**src/rtl/reg_addr_encoder.sv**
```systemverilog
// reg_addr_encoder: walks a register-select mask and emits one register-file
// address per accepted beat, in ascending (ORDER=0) or descending (ORDER=1)
// index order. The inverse of the register-file address decoder.
module reg_addr_encoder #(
  parameter int N_REGS = 16,
  parameter int ADDR_W = 4,
  parameter int ORDER  = 0
) (
  input  logic              clk,
  input  logic              rst_n,
  input  logic              req_valid,
  output logic              req_ready,
  input  logic [N_REGS-1:0] req_vec,
  output logic              addr_valid,
  input  logic              addr_ready,
  output logic [ADDR_W-1:0] addr,
  output logic              addr_last,
  output logic [ADDR_W:0]   remaining,
  output logic              empty_err,
  output logic              busy
);

  typedef enum logic {IDLE, DRAIN} state_t;

  state_t            state, state_nxt;
  logic [N_REGS-1:0] mask, mask_nxt, mask_clr, one_hot;
  logic [ADDR_W-1:0] addr_nxt;
  logic              addr_valid_nxt, addr_last_nxt, empty_err_nxt, busy_nxt;
  logic [ADDR_W:0]   remaining_nxt, req_cnt;

  // Priority encoder over a pending mask; the scan direction is fixed by ORDER.
  function automatic logic [ADDR_W-1:0] pick(input logic [N_REGS-1:0] m);
    logic [ADDR_W-1:0] r;
    r = '0;
    if (ORDER == 0) begin
      for (int i = N_REGS - 1; i >= 0; i--)
        if (m[i]) r = i[ADDR_W-1:0];
    end else begin
      for (int i = 0; i < N_REGS; i++)
        if (m[i]) r = i[ADDR_W-1:0];
    end
    return r;
  endfunction

  // Population count; result range 0..N_REGS so it carries one extra bit.
  function automatic logic [ADDR_W:0] popcnt(input logic [N_REGS-1:0] m);
    logic [ADDR_W:0] c;
    c = '0;
    for (int i = 0; i < N_REGS; i++)
      c = c + {{ADDR_W{1'b0}}, m[i]};
    return c;
  endfunction

  // Upstream may only hand over a new vector while idle.
  assign req_ready = (state == IDLE);

  assign one_hot  = {{(N_REGS-1){1'b0}}, 1'b1} << addr;
  assign mask_clr = mask & ~one_hot;
  assign req_cnt  = popcnt(req_vec);

  // Next-state and registered-output decode.
  always_comb begin
    state_nxt      = state;
    mask_nxt       = mask;
    addr_nxt       = addr;
    addr_valid_nxt = addr_valid;
    addr_last_nxt  = addr_last;
    remaining_nxt  = remaining;
    busy_nxt       = busy;
    empty_err_nxt  = 1'b0;
    case (state)
      IDLE: begin
        if (req_valid) begin
          if (req_vec == '0) begin
            empty_err_nxt = 1'b1;
          end else begin
            mask_nxt       = req_vec;
            addr_nxt       = pick(req_vec);
            addr_valid_nxt = 1'b1;
            remaining_nxt  = req_cnt;
            addr_last_nxt  = (req_cnt == {{ADDR_W{1'b0}}, 1'b1});
            busy_nxt       = 1'b1;
            state_nxt      = DRAIN;
          end
        end
      end
      DRAIN: begin
        if (addr_valid && addr_ready) begin
          if (addr_last) begin
            mask_nxt       = '0;
            addr_valid_nxt = 1'b0;
            addr_last_nxt  = 1'b0;
            remaining_nxt  = '0;
            busy_nxt       = 1'b0;
            state_nxt      = IDLE;
          end else begin
            // Retire the delivered bit and present the next one immediately.
            mask_nxt      = mask_clr;
            addr_nxt      = pick(mask_clr);
            remaining_nxt = remaining - 1'b1;
            addr_last_nxt = (remaining == {{(ADDR_W-1){1'b0}}, 2'd2});
          end
        end
      end
      default: state_nxt = IDLE;
    endcase
  end

  // State and output registers; reset drops any undelivered addresses.
  always_ff @(posedge clk) begin
    if (!rst_n) begin
      state      <= IDLE;
      mask       <= '0;
      addr       <= '0;
      addr_valid <= 1'b0;
      addr_last  <= 1'b0;
      remaining  <= '0;
      empty_err  <= 1'b0;
      busy       <= 1'b0;
    end else begin
      state      <= state_nxt;
      mask       <= mask_nxt;
      addr       <= addr_nxt;
      addr_valid <= addr_valid_nxt;
      addr_last  <= addr_last_nxt;
      remaining  <= remaining_nxt;
      empty_err  <= empty_err_nxt;
      busy       <= busy_nxt;
    end
  end

endmodule

```
**config.mk**
```make
export PLATFORM = sky130hd
export DESIGN_NAME = reg_addr_encoder
export DESIGN_NICKNAME = d
export VERILOG_FILES = /design/src/rtl/reg_addr_encoder.sv
export SDC_FILE = /design/constraint.sdc
export NUM_CORES = 1
export LEC_CHECK = 0
export BUFFER_PORTS_ARGS = -buffer_cell sky130_fd_sc_hd__buf_2
export CAP_MARGIN = 10
export CORE_MARGIN = 3
export CORE_UTILIZATION = 59
export DETAILED_ROUTE_END_ITERATION = 8
export GPL_TIMING_DRIVEN = 0
export PLACE_DENSITY = 0.87
export SLEW_MARGIN = 30
export SYNTH_ARGS = -nofsm -noshare
export SYNTH_HDL_FRONTEND = slang
export SYNTH_SLANG_ARGS = --single-unit
```
**constraint.sdc**
```tcl
create_clock -name clk -period 4.95 [get_ports clk]
set_input_delay 0.7425 -clock clk [delete_from_list [all_inputs] [get_ports clk]]
set_output_delay 0.7425 -clock clk [all_outputs]
set_load 0.005 [all_outputs]
```
Word level (Yosys, flattened, before mapping)
Index checks and enable logic that the tools add are counted.
{ "totals": {"register_bits": 29, "output_inout_bits": 14} }
{ "op_classes": {"addsub": 16, "n_eq_ne": 7, "n_shift": 1, "n_mux": 63, "n_bitwise": 5, "reduce_logical": 6} }
{ "op_table": {"columns": ["op", "n"], "rows": [
  ["$mux W4", 36],
  ["$mux W16", 4],
  ["$add A5 B1 Y5", 11],
  ["$pmux W16 S2", 1],
  ["$mux W5", 4],
  ["$and A16 B16 Y16", 1],
  ["$logic_not A16 Y1", 1],
  ["$not A16 Y16", 1],
  ["$shl A1 B4 Y16 const A", 1],
  ["$mux W1", 13],
  ["$pmux W5 S2", 1],
  ["$ne A2 B2 Y1 const B", 4],
  ["$pmux W4 S2", 1],
  ["$reduce_and A4 Y1", 2],
  ["$pmux W1 S2", 3],
  ["$add A4 B1 Y5", 1],
  ["$eq A5 B1 Y1 const B", 1],
  ["$eq A5 B2 Y1 const B", 1],
  ["$sub A5 B1 Y5 const B", 1],
  ["$add A3 B1 Y4", 1],
  ["$add A2 B1 Y3", 1],
  ["$not A1 Y1", 3],
  ["$reduce_and A3 Y1", 1],
  ["$reduce_or A3 Y1", 1],
  ["other kinds (3)", 3]
]} }

Depth between registers and ports, before layout
Gate-level depths: netlist of the first run.
{ "logic_depth": {"depth_word": 22, "depth_mapped": 14} }

Worst setup path after synthesis of the first run
Ideal clock, no wire load.
{ "synth_path": {"path_type": "input port to flip-flop", "from": "in req_vec[0]", "to": "reg remaining[3]", "arrival_time_ns": 3.847, "required_ns": 4.828, "setup_slack_ns": 0.981, "path_stages": 12, "cell_sequence": "inv_1 fa_1 fa_1 fa_1 fa_1 inv_1 ha_1 a21o_1 a21oi_1 xor2_1 a2bb2oi_1 a21oi_1"} }
{ "synth_between": {"elab_chain_len": 18, "elab_cells_between_ends": 21, "cone_classes": "15 x add/sub; 1 x eq/ne; 3 x mux; 2 x reduce/logical"} }
{ "synth_lines": {"columns": ["item", "line_no", "rtl"], "rows": [
  ["start: declaration", "13", "input logic [N_REGS-1:0] req_vec,"],
  ["$add A1 B1 Y2", "50", "c = c + {{ADDR_W{1'b0}}, m[i]};"],
  ["$add A2 B1 Y3", "50", null],
  ["$add A3 B1 Y4", "50", null],
  ["$add A4 B1 Y5", "50", null],
  ["$add A5 B1 Y5 (11 in series)", "50", null],
  ["$mux W5", "74", "if (req_vec == '0) begin"],
  ["$mux W5", "73", "if (req_valid) begin"],
  ["$pmux W5 S2", "71", "case (state)"],
  ["end signal: assignment", "126", "remaining <= remaining_nxt;"],
  ["end: declaration", "18", "output logic [ADDR_W:0] remaining,"]
]} }
Parallel ways exist; a longest one is shown, timed or not. The select of a mux whose other input is x is not followed.
A chain may end at the register's enable or synchronous reset.

Worst setup path in the final report of the first run
{ "layout_path": {"from": "in req_vec[5]", "to": "reg remaining[4]"} }
{ "layout_between": {"elab_chain_len": 14, "elab_cells_between_ends": 17, "cone_classes": "11 x add/sub; 1 x eq/ne; 3 x mux; 2 x reduce/logical"} }
{ "layout_lines": {"columns": ["item", "line_no"], "rows": [
  ["$add A5 B1 Y5 (11 in series)", "50"],
  ["$mux W5", "74"],
  ["$mux W5", "73"],
  ["$pmux W5 S2", "71"]
]} }
Parallel ways exist; a longest one is shown, timed or not. The select of a mux whose other input is x is not followed.

==> out/metrics.cfg, run 1 <==
[grt]
gr-max-usage-layer=met2
grt_use_met2_pct=48.7
grt_pass1_vias=2567
grt_max_degree=11
overflow=0
grt.total_usage_pct=30.9
grt_util_met1_pct=39.8
antenna_found_initial=0
grt_pass1_wl_um=12700
use_met3_pct=5.79

[critical_path]
worstPathRequired_ns=5.18
crit_chain=buf_2, inv_1, fa_1, fa_1, fa_1, fa_1, inv_1, ha_1, inv_1, fa_1, nand2b_1, nand2b_1, and3_1, o21ai_1, a21boi_1
cpPeakStageDelay_ns=0.58
cpMostUsedCell=fa_1
cp_max_fo=4
worstPathArrival_ns=4.30
startpoint_type=input port
worst_path_max_delay_cell=fa_1
critical_path_class=input port to flip-flop
crit_path_end_kind=flip-flop

[clock_network]
cts_setup_buffers=0
cts.sinks=29
numCtsBuffers=5
clkSlewWorstSetupHoldPaths_ns=0.07
h-tree-depth=2
cts.repair.resized=0
cts_hold_buf=0
cts_tree=built
cts-root-buf=clkbuf_8
cts_buffer_depth=2
clk_latency_ns=0.29

[die]
num_rows=23
ioPinCount=34
core_area_sq_um=4170
die_h_um=73.2
die_w_um=73.2
die_area_sq_um=5360
start_util_pct=63.8

[yosys]
synth_edf_count=0
yosysWarnings=0
syn_area_per_cell_sq_um=8.12
synth-main-ff-cell=dfxtp_1
syn_area_sq_um=2660
synthTopCellsByArea=dfxtp_1 (22%), fa_1 (7.5%), a21boi_1 (5.1%), inv_1 (4.2%), o21ai_1 (4.1%)
synth_top_area_share_pct=21.8
async_flop_share_pct=0
netlist_instances=328
syn_nets=366
ys_seq_area_share_pct=21.8
yosysMostFrequentCell=inv_1
yosysTopAreaCell=dfxtp_1
synth_commonest_cells=inv_1 (30), dfxtp_1 (29), nand2_1 (23)
synth_seq_cells=29
synth.distinct_cells=67

[routing]
ant_nets=0
vias_per_cell=6.52
vias=2726
drtPass1Iterations=4
routed_wl_um=7710
route.detailed.drc=0
wl_per_cell_um=18.4
drt_iter0_drc=208

[final_layout]
finalNetCount=405
diodes=0
area.growth.synth_to_final_pct=12.2
drive_above_1_share_pct=19.0
utilization_pct=71.6

[timing]
rsz0062_at_grt=false
final.setup.tns_ns=0
fin_skew_ns=0.0109
setup_viol=0
min_period_over_period_pct=82.2
finalHoldViolCount=0
post-route-min-period_ns=4.07
relSlewSlack_pct=64.2
tightest_slew_ns=0.536
fmax_mhz=246
drv_slew=0

[placed_design]
dp_hpwl_um=5790
place_congestion=0.928
portBuffers=32

[run_status]
status=finished, final reports clean

[worst_hold_path]
hold_class=flip-flop to flip-flop

[pwr]
powerDensity_nw_per_um2=325
p_leak_nw=1.28
peakVddDrop_mv=0.262

[run]
max_cap_viol_count=0

metrics by stage:
step | instances | hold WS (ns) | cell area, sq um | worst slack, ns | total power (W)
final | 418 | 0.514 | 2990 | 0.881 | 0.000970
after global routing | 418 | 0.522 | 2990 | 0.725 | 0.00104
after CTS | 418 | 0.499 | 2990 | 0.891 | 0.000961
after detailed placement | 410 | 0.491 | 2890 | 0.618 | 0.000737
after global placement | 410 | 0.458 | 2890 | 0.654 | 0.000718
after floorplan | 328 | 0.443 | 2660 | 0.981 | 0.000613
cell families after synthesis:
group	share of synthesized area [%]
buffers and inverters	8.45
AO/OA/AOI/OAI	31.1
flip-flops	21.8
XOR/XNOR	0.987
adder cells (fa/ha/maj)	11.3
AND/OR/NAND/NOR	22.8
multiplexers	3.62
where the power goes:
part           switching [W]  leakage (nW)  internal (W)
sequential         0.0000323         0.239      0.000257
clock              0.0000993        0.0542      0.000126
combinational       0.000259         0.988      0.000197
final cells by class:
type,instances,area [sq um]
Clock inverter,1,5.00
Timing Repair Buffer,32,160
Inverter,31,116
Clock buffer,7,96.3
Buffer,19,109
Tap cell,50,62.6
Sequential cell,29,581
Multi-Input combinational cell,249,1860
Fill cell,332,1180
registers in the layout (all words and copies together), names as in the netlist:
register and cells:
addr 4, addr_last 1, busy 1, empty_err 1, mask 16, remaining 5, state 1
per-layer routing:
metal | vias up | share of wire [%]
li1 | 1268 | -
met1 | 1279 | 42
met2 | 152 | 47
met3 | 27 | 7.3
met4 | 0 | 4.1
met5 | - | 0
critical path, delay by kind of cell:
kind | cells | cell delay [ns]
adder cells (fa/ha/maj) | 6 | 2.56
AND/OR/NAND/NOR | 3 | 0.43
buffers and inverters | 4 | 0.37
AO/OA/AOI/OAI | 2 | 0.19
placed cells by master (no fill, tap or decap), drive strengths merged, types with 3 or more instances in the layout:
master  instances
buf            44
nand3          11
dfxtp          29
nor2b          10
o22ai           4
ha              8
a221oi          4
o21ai          27
inv            31
a21oi          17
a211oi          3
nand2          23
nor2           20
a21boi         18
a31oi          11
nand4           3
clkbuf         14
nor4            5
nor3b           6
a31o            5
o211ai          3
fa             10
xor2            3
nand2b          8
mux2i           7
nor3            6
worst paths after layout:
path | startpoint | endpoint | slack, ns | cells after the start
worst max-delay path | req_vec[5] | remaining[4] | 0.88 | 15
worst min-delay path | mask[0] | mask[0] | 0.51 | 2
worst max register to register | addr[3] | addr[2] | 2.97 | 7
worst min register to register | mask[0] | mask[0] | 0.51 | 2
Power figures use the tool's default switching activity.
==> run 2, diff against run 1 <==
--- a/config.mk
+++ b/config.mk
@@ -8,10 +8,10 @@
 export BUFFER_PORTS_ARGS = -buffer_cell sky130_fd_sc_hd__buf_2
 export CAP_MARGIN = 10
 export CORE_MARGIN = 3
-export CORE_UTILIZATION = 59
+export CORE_UTILIZATION = 53
 export DETAILED_ROUTE_END_ITERATION = 8
 export GPL_TIMING_DRIVEN = 0
-export PLACE_DENSITY = 0.87
+export PLACE_DENSITY = 0.83
 export SLEW_MARGIN = 30
 export SYNTH_ARGS = -nofsm -noshare
 export SYNTH_HDL_FRONTEND = slang
==> constraint.sdc (replaced) <==
create_clock -name clk -period 3.67 [get_ports clk]
set_input_delay 0.5505 -clock clk [delete_from_list [all_inputs] [get_ports clk]]
set_output_delay 0.5505 -clock clk [all_outputs]
set_load 0.005 [all_outputs]
==> run 2 against run 1 <==
  * The flow now finishes with violations (setup timing)
  * Sequential power rose by 35%
  * First-iteration DRC count rose by 61%
  * Utilization fell by 4.7 points
  * Clock skew rose by 0.0019 ns
  * Total power rose by 50%
  * Global-route usage fell by 4.0 points
  * Non-clock buffer count rose by 3
  * Combinational power rose by 56%
  * Register-to-register slack got worse by 1.3 ns
  * Via count rose by 0.92%
  * Cell count rose by 4.8%
  * Largest cell class unchanged
  * Largest power group unchanged
==> out/metrics.cfg, run 2 (same netlist as run 1, synthesis figures left out) <==
[routing]
drtPass1Iterations=5
vias=2751
drt_iter0_drc=334
ant_nets=0
routed_wl_um=7830
vias_per_cell=6.28
wl_per_cell_um=17.9
route.detailed.drc=0

[timing]
finalHoldViolCount=0
fin_skew_ns=0.0128
drv_slew=0
rsz0062_at_grt=true
relSlewSlack_pct=62.4
post-route-min-period_ns=3.67
setup_viol=1
tightest_slew_ns=0.563
fmax_mhz=272
worst_slack_ns=-0.0000999
final.setup.tns_ns=-0.0000999
min_period_over_period_pct=100

[run]
max_cap_viol_count=0

[final_layout]
drive_above_1_share_pct=25.3
largest_reg_flops=16
finalNetCount=408
area.growth.synth_to_final_pct=20.2
utilization_pct=66.9
reg_top3=mask: 16 flops, remaining: 5 flops, addr: 4 flops
mostFrequentLayoutCells=buf_2 (29), dfxtp_1 (29), nand2_1 (23)
largest_register=mask
diodes=0

[pwr]
p_leak_nw=1.32
peakVddDrop_mv=0.429
powerDensity_nw_per_um2=455

[grt]
grt.total_usage_pct=26.9
grt_max_degree=11
antenna_found_initial=0
overflow=0
grt_pass1_vias=2634
grt_pass1_wl_um=12900

[clock_network]
cts-root-buf=clkbuf_8
cts_buffer_depth=2
clk_latency_ns=0.29
cts.sinks=29
clkSlewWorstSetupHoldPaths_ns=0.08
cts_tree=built
h-tree-depth=2
numCtsBuffers=5

[die]
ioPinCount=34
num_rows=25
die_h_um=76.9
start_util_pct=55.7
die_area_sq_um=5910
core_area_sq_um=4790
die_w_um=76.9

[critical_path]
startpoint_type=input port
ff2ff_path_depth=7
cp_max_fo=4
critical_path_class=input port to flip-flop
crit_path_end_kind=flip-flop
r2r-end=addr[2]
r2r_setup_slack_ns=1.66
reg2reg_from=addr[3]
worstPathRequired_ns=3.89
worstPathArrival_ns=3.89

[run_status]
failed_checks=setup timing
status=finished with violations

[worst_hold_path]
hold_start=mask[0]
hold_class=flip-flop to flip-flop
hold_depth=2
hold_path_end=mask[0]

[placed_design]
dp_hpwl_um=5720
portBuffers=32
place_congestion=0.944

## run 2: changes by cell type in the layout (fill, tap and decap cells not counted), moves of 3 or more
| cell | change |
|---|---|
| inv_2 | +3 |
| buf_2 | -9 |
| inv_1 | -10 |
| inv_4 | +6 |
| buf_6 | +3 |
| buf_4 | +5 |
| buf_8 | +3 |
## run 2: layout make-up
type / instances / area [sq um]
plain buffers: 19 / 109
multi-input cells: 249 / 1920
flip-flops and latches: 29 / 581
repair buffers: 35 / 251
fillers: 407 / 1590
clock buffers: 6 / 82.6
inverters: 31 / 136
clock inverters: 2 / 37.5
well taps: 67 / 83.8
## run 2: worst max-delay path, cell delays in order
cell and delay [ns]:
buf_12 0.09, inv_6 0.03, fa_1 0.52, fa_1 0.51
fa_2 0.54, fa_1 0.44, inv_2 0.09, ha_4 0.14
inv_2 0.04, fa_2 0.36, nand2b_4 0.16, nand2b_1 0.07
and3_4 0.18, o21ai_2 0.05, a21boi_1 0.12
## run 2: timing repair
action,in CTS,in global routing
pin swaps,12,14
hold buffers,0,0
gates cloned,0,0
setup buffers,2,1
endpoints found under the setup margin,5,5
resized for setup,33,14
## run 2: stage by stage
stage	hold WS, ns	setup slack (ns)	power [W]	std cells	area, sq um
2_1_floorplan	0.443	-0.0167	0.000848	328	2680
3_3_place_gp	0.456	-0.365	0.000992	427	2920
3_5_place_dp	0.482	-0.452	0.00101	427	2920
4_1_cts	0.492	-0.0667	0.00138	437	3130
5_1_grt	0.502	-0.176	0.00155	438	3200
6_report	0.479	-0.0000999	0.00146	438	3200
## run 2: metal layers
layer,global-route usage [%],wire [um],vias up
met5,0,0,-
met1,33.8,3170,1295
li1,-,-,1269
met4,12.3,269,0
met3,3.87,612,32
met2,45.2,3780,155
## run 2: power by group
part           total (W)  leakage [nW]  switching, W  internal [W]
clock           0.000356        0.0574      0.000136      0.000221
sequential      0.000390         0.239     0.0000431      0.000346
combinational   0.000712          1.03      0.000384      0.000328
total            0.00146          1.32      0.000562      0.000895
## run 2: worst max path at each step
| stage | startpoint | end | depth (start not counted) |
|---|---|---|---|
| 5_1_grt | req_vec[5] | addr_last | 13 |
| 4_1_cts | req_vec[3] | remaining[4] | 15 |
| 3_3_place_gp | req_vec[5] | remaining[4] | 15 |
| 6_report | req_vec[5] | remaining[4] | 15 |
| 3_5_place_dp | req_vec[15] | remaining[4] | 15 |
| 2_1_floorplan | req_vec[15] | remaining[4] | 14 |
